<file path="src/rtl/y_trace_pkg.sv">
// y_trace_pkg: constants and types shared by the Y trace capture block.
//   VEC_W          width of the sampled stimulus vector A..F
//   DEFAULT_DEPTH  default FIFO entry count
//   DEFAULT_TS_W   default timestamp width
//   trace_entry_t  one logged record {ts, vec, y}, y in the LSB
package y_trace_pkg;

  localparam int VEC_W         = 6;
  localparam int DEFAULT_DEPTH = 8;
  localparam int DEFAULT_TS_W  = 16;

  typedef struct packed {
    logic [DEFAULT_TS_W-1:0] ts;
    logic [VEC_W-1:0]        vec;
    logic                    y;
  } trace_entry_t;

  // Width of a packed entry for an arbitrary timestamp width.
  function automatic int entry_width(input int ts_w);
    return ts_w + VEC_W + 1;
  endfunction

endpackage

</file>
<file path="src/rtl/trace_fifo.sv">
// trace_fifo: synchronous FIFO holding trace entries.
//   clk, rst_n        clock and asynchronous active-low reset
//   wr_en, wr_data    push request and data
//   rd_en             pop request; ignored while empty
//   rd_data, rd_valid oldest entry, valid one cycle after an accepted pop
//   empty, full       status, combinational from count
//   count             current occupancy (0..DEPTH)
// A push while full is accepted only when a pop happens in the same cycle.
module trace_fifo #(
  parameter int DEPTH = 8,
  parameter int W     = 23
) (
  input  logic                   clk,
  input  logic                   rst_n,
  input  logic                   wr_en,
  input  logic [W-1:0]           wr_data,
  input  logic                   rd_en,
  output logic [W-1:0]           rd_data,
  output logic                   rd_valid,
  output logic                   empty,
  output logic                   full,
  output logic [$clog2(DEPTH):0] count
);

  localparam int PTR_W = $clog2(DEPTH);

  logic [W-1:0]     mem [DEPTH];
  logic [PTR_W-1:0] wr_ptr_reg;
  logic [PTR_W-1:0] rd_ptr_reg;
  logic [PTR_W:0]   count_reg;
  logic [W-1:0]     rd_data_reg;
  logic             rd_valid_reg;
  logic             do_rd;
  logic             do_wr;

  assign empty = (count_reg == '0);
  assign full  = (count_reg == (PTR_W+1)'(DEPTH));

  assign do_rd = rd_en && !empty;
  // When full, the slot under wr_ptr is the one being popped this cycle.
  assign do_wr = wr_en && (!full || do_rd);

  // Storage carries no reset so it can map onto block RAM; the pointer
  // reset alone discards the contents.
  always_ff @(posedge clk) begin
    if (do_wr) begin
      mem[wr_ptr_reg] <= wr_data;
    end
  end

  always_ff @(posedge clk or negedge rst_n) begin
    if (!rst_n) begin
      wr_ptr_reg   <= '0;
      rd_ptr_reg   <= '0;
      count_reg    <= '0;
      rd_data_reg  <= '0;
      rd_valid_reg <= 1'b0;
    end else begin
      rd_valid_reg <= do_rd;
      if (do_rd) begin
        rd_data_reg <= mem[rd_ptr_reg];
        rd_ptr_reg  <= rd_ptr_reg + PTR_W'(1);
      end
      if (do_wr) begin
        wr_ptr_reg <= wr_ptr_reg + PTR_W'(1);
      end
      case ({do_wr, do_rd})
        2'b10:   count_reg <= count_reg + (PTR_W+1)'(1);
        2'b01:   count_reg <= count_reg - (PTR_W+1)'(1);
        default: count_reg <= count_reg;
      endcase
    end
  end

  assign rd_data  = rd_data_reg;
  assign rd_valid = rd_valid_reg;
  assign count    = count_reg;

endmodule

</file>
<file path="src/rtl/y_trace_capture.sv">
// y_trace_capture: logs changes of {vec_in, y_in} with a timestamp.
//   clk, rst_n   clock and asynchronous active-low reset
//   vec_in       sampled stimulus A..F (bit 5 = A, bit 0 = F)
//   y_in         sampled output Y of the upstream block
//   capture_en   enables event detection and logging
//   rd_en        pops one entry
//   clr_ovf      clears the sticky overflow flag
//   rd_data      popped entry {ts, vec, y}
//   rd_valid     one-cycle pulse marking rd_data
//   empty, full, count  FIFO status
//   overflow     sticky, set when an event is dropped
// An event is the first enabled cycle (arm sample) or any enabled cycle
// whose sample differs from the previous enabled sample.
module y_trace_capture
  import y_trace_pkg::*;
#(
  parameter int DEPTH = DEFAULT_DEPTH,
  parameter int TS_W  = DEFAULT_TS_W
) (
  input  logic                   clk,
  input  logic                   rst_n,
  input  logic [VEC_W-1:0]       vec_in,
  input  logic                   y_in,
  input  logic                   capture_en,
  input  logic                   rd_en,
  input  logic                   clr_ovf,
  output logic [TS_W+VEC_W:0]    rd_data,
  output logic                   rd_valid,
  output logic                   empty,
  output logic                   full,
  output logic [$clog2(DEPTH):0] count,
  output logic                   overflow
);

  localparam int ENTRY_W = entry_width(TS_W);

  logic [TS_W-1:0]  ts_reg;
  logic [VEC_W:0]   prev_sample_reg;
  logic             cap_en_d_reg;
  logic             overflow_reg;
  logic [VEC_W:0]   sample;
  logic             trace_event;
  logic             drop;
  logic [ENTRY_W-1:0] wr_data;

  assign sample      = {vec_in, y_in};
  assign trace_event = capture_en && (!cap_en_d_reg || (sample != prev_sample_reg));
  // A full FIFO still accepts the event when a pop frees a slot this cycle.
  assign drop        = trace_event && full && !rd_en;
  assign wr_data     = {ts_reg, sample};

  always_ff @(posedge clk or negedge rst_n) begin
    if (!rst_n) begin
      ts_reg          <= '0;
      prev_sample_reg <= '0;
      cap_en_d_reg    <= 1'b0;
      overflow_reg    <= 1'b0;
    end else begin
      ts_reg       <= ts_reg + TS_W'(1);
      cap_en_d_reg <= capture_en;
      if (capture_en) begin
        prev_sample_reg <= sample;
      end
      // A drop in the same cycle as a clear keeps the flag set.
      if (drop) begin
        overflow_reg <= 1'b1;
      end else if (clr_ovf) begin
        overflow_reg <= 1'b0;
      end
    end
  end

  assign overflow = overflow_reg;

  trace_fifo #(
    .DEPTH (DEPTH),
    .W     (ENTRY_W)
  ) u_fifo (
    .clk      (clk),
    .rst_n    (rst_n),
    .wr_en    (trace_event),
    .wr_data  (wr_data),
    .rd_en    (rd_en),
    .rd_data  (rd_data),
    .rd_valid (rd_valid),
    .empty    (empty),
    .full     (full),
    .count    (count)
  );

endmodule

</file>
<file path="config.mk">
export PLATFORM = sky130hd
export DESIGN_NAME = y_trace_capture
export DESIGN_NICKNAME = d
export VERILOG_FILES = /design/src/rtl/y_trace_pkg.sv /design/src/rtl/trace_fifo.sv /design/src/rtl/y_trace_capture.sv
export SDC_FILE = /design/constraint.sdc
export NUM_CORES = 1
export LEC_CHECK = 0
export CORE_MARGIN = 1.5
export CORE_UTILIZATION = 40
export DETAILED_ROUTE_END_ITERATION = 10
export SETUP_SLACK_MARGIN = 0.15
export SYNTH_ARGS = -nofsm -noshare
export SYNTH_HDL_FRONTEND = slang
export SYNTH_SLANG_ARGS = --single-unit
</file>
<file path="constraint.sdc">
create_clock -name clk -period 6.42 [get_ports clk]
set_input_delay 0.642 -clock clk [delete_from_list [all_inputs] [get_ports clk]]
set_output_delay 0.642 -clock clk [all_outputs]
set_load 0.05 [all_outputs]
</file>
==> summary.txt, run 1 <==
Proportion of register bits with asynchronous set or reset after synthesis = 24.3%
Classification of the worst setup path = reg -> reg
Clock transition at the registers of the reported paths = 60 ps
Dominant combinational cell family by area after synthesis = multiplexers
Worst slew margin relative to its limit = 28.5%
Area of the mapped netlist = 9400 sq um
Leakage power summed over all cells = 3.86 nW
Most common library cells after synthesis = edfxtp_1, dfrtp_1, mux4_2, nand2_1, o21ai_0
Clock buffer count from CTS = 25
Capturing element type of the critical path = register
Half-perimeter wire length after placement = 9.93 mm
Instance area at placement = 10200 sq um
Area fraction in and, or, nand and nor cells after synthesis = 4.07%
Library cell occupying the most area in the post-synthesis netlist = edfxtp_1
Worst clock skew = 16.7 ps
Layout filler cell count = 1944
Highest fanout seen on the critical path = 53
Data required time at the worst endpoint = 6810 ps
Area grow syn2layout = 16.3%
CTS Root Buffer Type = clkbuf_16
Clock period minus final worst setup slack = 3980 ps
CTS tree = done
Layout net count = 562
Result of the run = finished, final reports clean
Final setup TNS = 0 ps
Number of detailed-route iterations in the first pass = 4
Metal2 WL = 9.14 mm
Slack of the worst reg-to-reg path = 2440 ps
DRT antenna net count = 0
Boundary Pins = 43
RSZ-0062 raised after global routing = false
Number of max-slew violations in the final report = 0
Post-Synthesis Mean Instance Area = 19.2 sq um
Worst Max-Slew Pin Slew = 1070 ps
Max frequency = 251 MHz
DRT iter0 DRCs = 214
WL met1 = 7.71 mm
CTS max path bufs = 3
Area inside the core boundary = 22800 sq um
Delay of the slowest cell on the worst path = 890 ps
Number of library cell types mapped by synthesis = 38
Count of input and output buffers = 42
Wire per inst = 20.4 um
Vias after detailed routing = 4443
RD Place Congestion = 0.778
Starting utilization of the core area = 41.2%
Vias per std cell = 5.08
Share of the yosys chip area belonging to registers = 74.5%
Max reg flops = 184
Number of H-tree levels = 1
Uppermost routed layer = met4
Fraction of the mapped netlist area in compound gates = 1.88%
Hold violation count in the final report = 0
Synthesized instance count = 489
Maximum vdd drop = 0.217 mV
Number of hold buffers added after cts = 0
Multiplexer share of the synthesized area = 14.9%
Number of DRC violations after detailed routing = 0
Critical register-to-register path startpoint = u_fifo.count[3]
Cell types occupying the most area after synthesis = edfxtp_1, dfrtp_1, mux4_2, mux2i_1, xnor2_1
Gate family responsible for the most delay along the worst path = simple AND/OR/NAND/NOR gates
Number of antenna cells inserted = 0
Die area = 24400 sq um
Synth warn = 0
Via count of the first global-routing pass = 4816
Number of failing setup endpoints in the final timing report = 0
Most used DFF post-synth = edfxtp_1
Post-Synthesis Net Count = 507
Cell type of the slowest stage on the worst timing path = nand2b_2
Beginning of the critical path = u_fifo.count[3]
GRT Residual Overflow = 0
Worst-case reg-to-reg path depth = 11
Post-CTS Repair Setup Buffers = 0
Critical Path Source Type = register
Max-Cap Viols = 0
Count of flip-flops with a built-in enable after synthesis = 184
Fraction of layout instances using a drive strength above 1 = 18.9%
Pin count of the biggest net entering global routing = 60
Final routed wirelength across all metal layers = 17.9 mm
Post-cts sizing count = 0
Final design instance area without fill = 10900 sq um
Power density over the cells = 448 nW/um^2
Initial antenna violation count = 0
Leading cell type by number of instances after synthesis = edfxtp_1
Adder-Cell Fraction of Synth Area = 0.878%
Top-area cell type share of the netlist area = 58.8%
GRT Total Usage = 15.2%
Global-route wire length before repair = 27.9 mm
HP Class = in -> async
Worst-path cell chain = nor4_2 -> nand2b_2 -> inv_1 -> nand2_1 -> inv_1 -> ha_1 -> a21oi_1 -> nand2_1 -> and3_1 -> a311o_1 -> or4_1
Crit path buf inv count = 2
Die W = 156 um
Number of core rows = 55
Area share of xor/xnor cells in the synthesized design = 2.52%
Total met3 wirelength after detailed routing = 683 um
Number of synthesized register bits = 243
Clock Sinks = 243
Part of the cycle the worst path needs = 62.0%
Die height = 156 um
Worst-skew pair later-pin latency = 520 ps
Total stage count of the critical path = 11
Critical path arrival = 4370 ps
through the flow:
stage	util, %	setup WS [ps]	total power, mW	hold WS, ps	cells
after global placement	44.7	2230	3.65	466	830
after detailed placement	44.7	2130	3.68	473	830
after global routing	47.9	2110	5.14	389	875
after floorplan	-	2100	3.18	346	489
final	47.9	2440	4.90	288	875
after CTS	47.9	2410	4.99	338	875
report_power, final:
part           total [mW]  internal [mW]  switching (mW)
Clock                1.30          0.742           0.561
Sequential           2.17           1.97           0.204
Combinational        1.43          0.613           0.816
area by class of cell:
| type | instances | area, sq um | area share (%) |
|---|---|---|---|
| clock inverter | 6 | 27.5 | 0.252 |
| clock buffer | 39 | 698 | 6.38 |
| timing repair buffer | 49 | 468 | 4.28 |
| inverter | 8 | 30.0 | 0.275 |
| sequential | 243 | 7000 | 64.0 |
| multi-input combinational | 217 | 2320 | 21.2 |
| tap | 313 | 392 | 3.58 |
layer usage:
layer  global-route usage [%]  up-vias
met5                        0        -
met4                     3.90        0
met3                     2.33       31
met2                     26.7       72
met1                     20.0     2309
li1                         -     2031
cell families (layout without fill, tap and decap cells):
family | after synthesis | after routing
flops | 243 | 243
mux | 80 | 80
simple gates | 73 | 73
compound gates | 31 | 31
buf+inv | 29 | 102
xor+xnor | 27 | 27
fa+ha+maj | 6 | 6
path summary, 6_finish.rpt:
check | to
worst max register to register | u_fifo.count[3]
worst min-delay path | u_fifo.rd_data[17]
worst min register to register | u_fifo.rd_data[17]
worst max-delay path | u_fifo.count[3]
max in group asynchronous | u_fifo.rd_ptr_reg[1]
min in group clk | u_fifo.rd_data[17]
placed cells by master (no fill, tap or decap), drive strengths merged, types with 3 or more instances in the layout:
cell type,Yosys,layout
and3,5,5
and4b,3,3
buf,8,8
clkbuf,13,39
clkdlybuf4s50,0,41
clkinv,0,5
dfrtp,59,59
edfxtp,184,184
ha,5,5
inv,8,9
mux2,9,9
mux2i,25,25
mux4,46,46
nand2,36,36
nand3,6,6
nand4,5,5
nor2,5,5
nor3,3,3
o21ai,25,25
xnor2,23,23
xor2,4,4
(Power assumes the default switching activity.)
==> run 2, diff against run 1 <==
clock period = 3.6 ns   (was 6.42 ns; I/O delays follow)
==> run 2 against run 1 <==
  * Clock power grew 92%
  * Combinational power rose by 87%
  * Non-clock buffer count increased by 29
  * Largest power group unchanged
==> summary.txt, run 2 (synthesis results as in run 1) <==
Post-CTS Repair Setup Buffers = 0
Worst Max-Slew Pin Slew = 856 ps
CTS Root Buffer Type = clkbuf_16
Layout net count = 591
Number of antenna cells inserted = 0
Number of H-tree levels = 1
Worst clock skew = 12.8 ps
Final routed wirelength across all metal layers = 18.3 mm
Die area = 24400 sq um
Fraction of layout instances using a drive strength above 1 = 24.0%
Global-route wire length before repair = 28.9 mm
Critical path arrival = 3370 ps
Vias per std cell = 5.07
Capturing element type of the critical path = register
Maximum vdd drop = 0.612 mV
Max frequency = 336 MHz
HP Class = in -> async
RD Place Congestion = 0.684
Highest fanout seen on the critical path = 10
Classification of the worst setup path = in -> reg
Starting utilization of the core area = 41.2%
Post-layout instance count excluding filler cells = 905
Clock period minus final worst setup slack = 2980 ps
Die W = 156 um
Number of max-slew violations in the final report = 0
Number of detailed-route iterations in the first pass = 4
DRT antenna net count = 0
Fin Hold WS = 272 ps
Result of the run = finished, final reports clean
Area grow syn2layout = 19.6%
GRT Total Usage = 15.7%
Number of placed instances, taps included = 858
Final setup TNS = 0 ps
Clock Sinks = 243
Power density over the cells = 804 nW/um^2
Critical Path Source Type = input pin
Vias after detailed routing = 4592
Leading cell types in the layout, fill and taps excluded = edfxtp_1, dfrtp_1, mux4_2, clkdlybuf4s50_1, nand2_1
Count of input and output buffers = 42
Tot Pwr = 9.04 mW
Most frequent standard cell in the layout excluding fill and tap cells = edfxtp_1
Area inside the core boundary = 22800 sq um
Worst slew margin relative to its limit = 42.9%
Number of failing setup endpoints in the final timing report = 0
Pin count of the biggest net entering global routing = 53
Number of core rows = 55
Leakage power summed over all cells = 4.05 nW
Wire per inst = 20.2 um
Worst-skew pair later-pin latency = 520 ps
Clock buffer count from CTS = 25
DRT iter0 DRCs = 411
Die height = 156 um
Max-Cap Viols = 0
Via count of the first global-routing pass = 4968
GRT Residual Overflow = 0
Half-perimeter wire length after placement = 10.9 mm
Clock transition at the registers of the reported paths = 60 ps
Part of the cycle the worst path needs = 82.7%
Data required time at the worst endpoint = 3990 ps
RSZ-0062 raised after global routing = false
Max reg flops = 184
Initial antenna violation count = 0
Boundary Pins = 43
Number of DRC violations after detailed routing = 0
Final worst setup slack = 622 ps
Hold violation count in the final report = 0
CTS max path bufs = 3
CTS tree = done
Post-placement worst setup slack = 135 ps
-- run 2: changes by cell type in the layout (fill, tap and decap cells not counted), moves of 4 or more --
| cell | previous run | this run |
|---|---|---|
| dfrtp_2 | 2 | 6 |
| clkbuf_1 | 12 | 5 |
| clkinv_2 | 0 | 6 |
| dfrtp_1 | 57 | 53 |
| buf_4 | 7 | 34 |
-- run 2: cell type report --
class	instances	area, sq um
inverters	8	30.0
fillers	1930	11600
multi-input cells	217	2320
clock inverters	15	134
well taps	313	392
repair buffers	78	701
flip-flops and latches	243	7010
clock buffers	31	658
-- run 2: path summary, 6_finish.rpt --
| check | start | endpoint | slack (ps) | cells past startpoint |
|---|---|---|---|---|
| setup / recovery | y_in | u_fifo.count[3] | 620 | 12 |
| hold / removal | rst_n | u_fifo.rd_data[15] | 270 | 2 |
| setup reg to reg | prev_sample_reg[1] | u_fifo.count[3] | 650 | 11 |
| hold reg to reg | u_fifo.rd_data[17] | u_fifo.rd_data[17] | 470 | 2 |
| max in group asynchronous | rst_n | u_fifo.count[1] | 2470 | 3 |
| min in group clk | clr_ovf | overflow | 420 | 2 |
-- run 2: worst max-delay path, cell delays in order --
cell	delay, ps
clkdlybuf4s50_1	640
xnor2_1	180
nand4_1	170
o21ai_0	300
nand2_1	130
inv_1	100
ha_1	270
a21oi_1	140
nand2_1	90
and3_1	180
a311o_1	300
or4_1	500
-- run 2: what timing repair did --
item                                   4_1_cts  5_1_grt
hold buffers                                 1        0
resized for setup                            0        0
endpoints found under the hold margin       10        0
-- run 2: routing by layer --
metal	GRT usage, %	part of all wire [%]
met2	27.2	50
met3	2.52	3.8
met1	20.9	44
met4	3.99	1.7
met5	0	0
-- run 2: through the flow --
step | cell area [sq um] | utilization, %
after CTS | 11200 | 49.2
after global placement | 10400 | 45.7
after floorplan | 9430 | -
after detailed placement | 10400 | 45.7
after global routing | 11200 | 49.2
final | 11200 | 49.2
-- run 2: power by group --
part | switching (mW) | total, mW | internal [mW]
logic | 1.49 | 2.67 | 1.18
registers | 0.374 | 3.88 | 3.51
clock network | 1.04 | 2.49 | 1.44
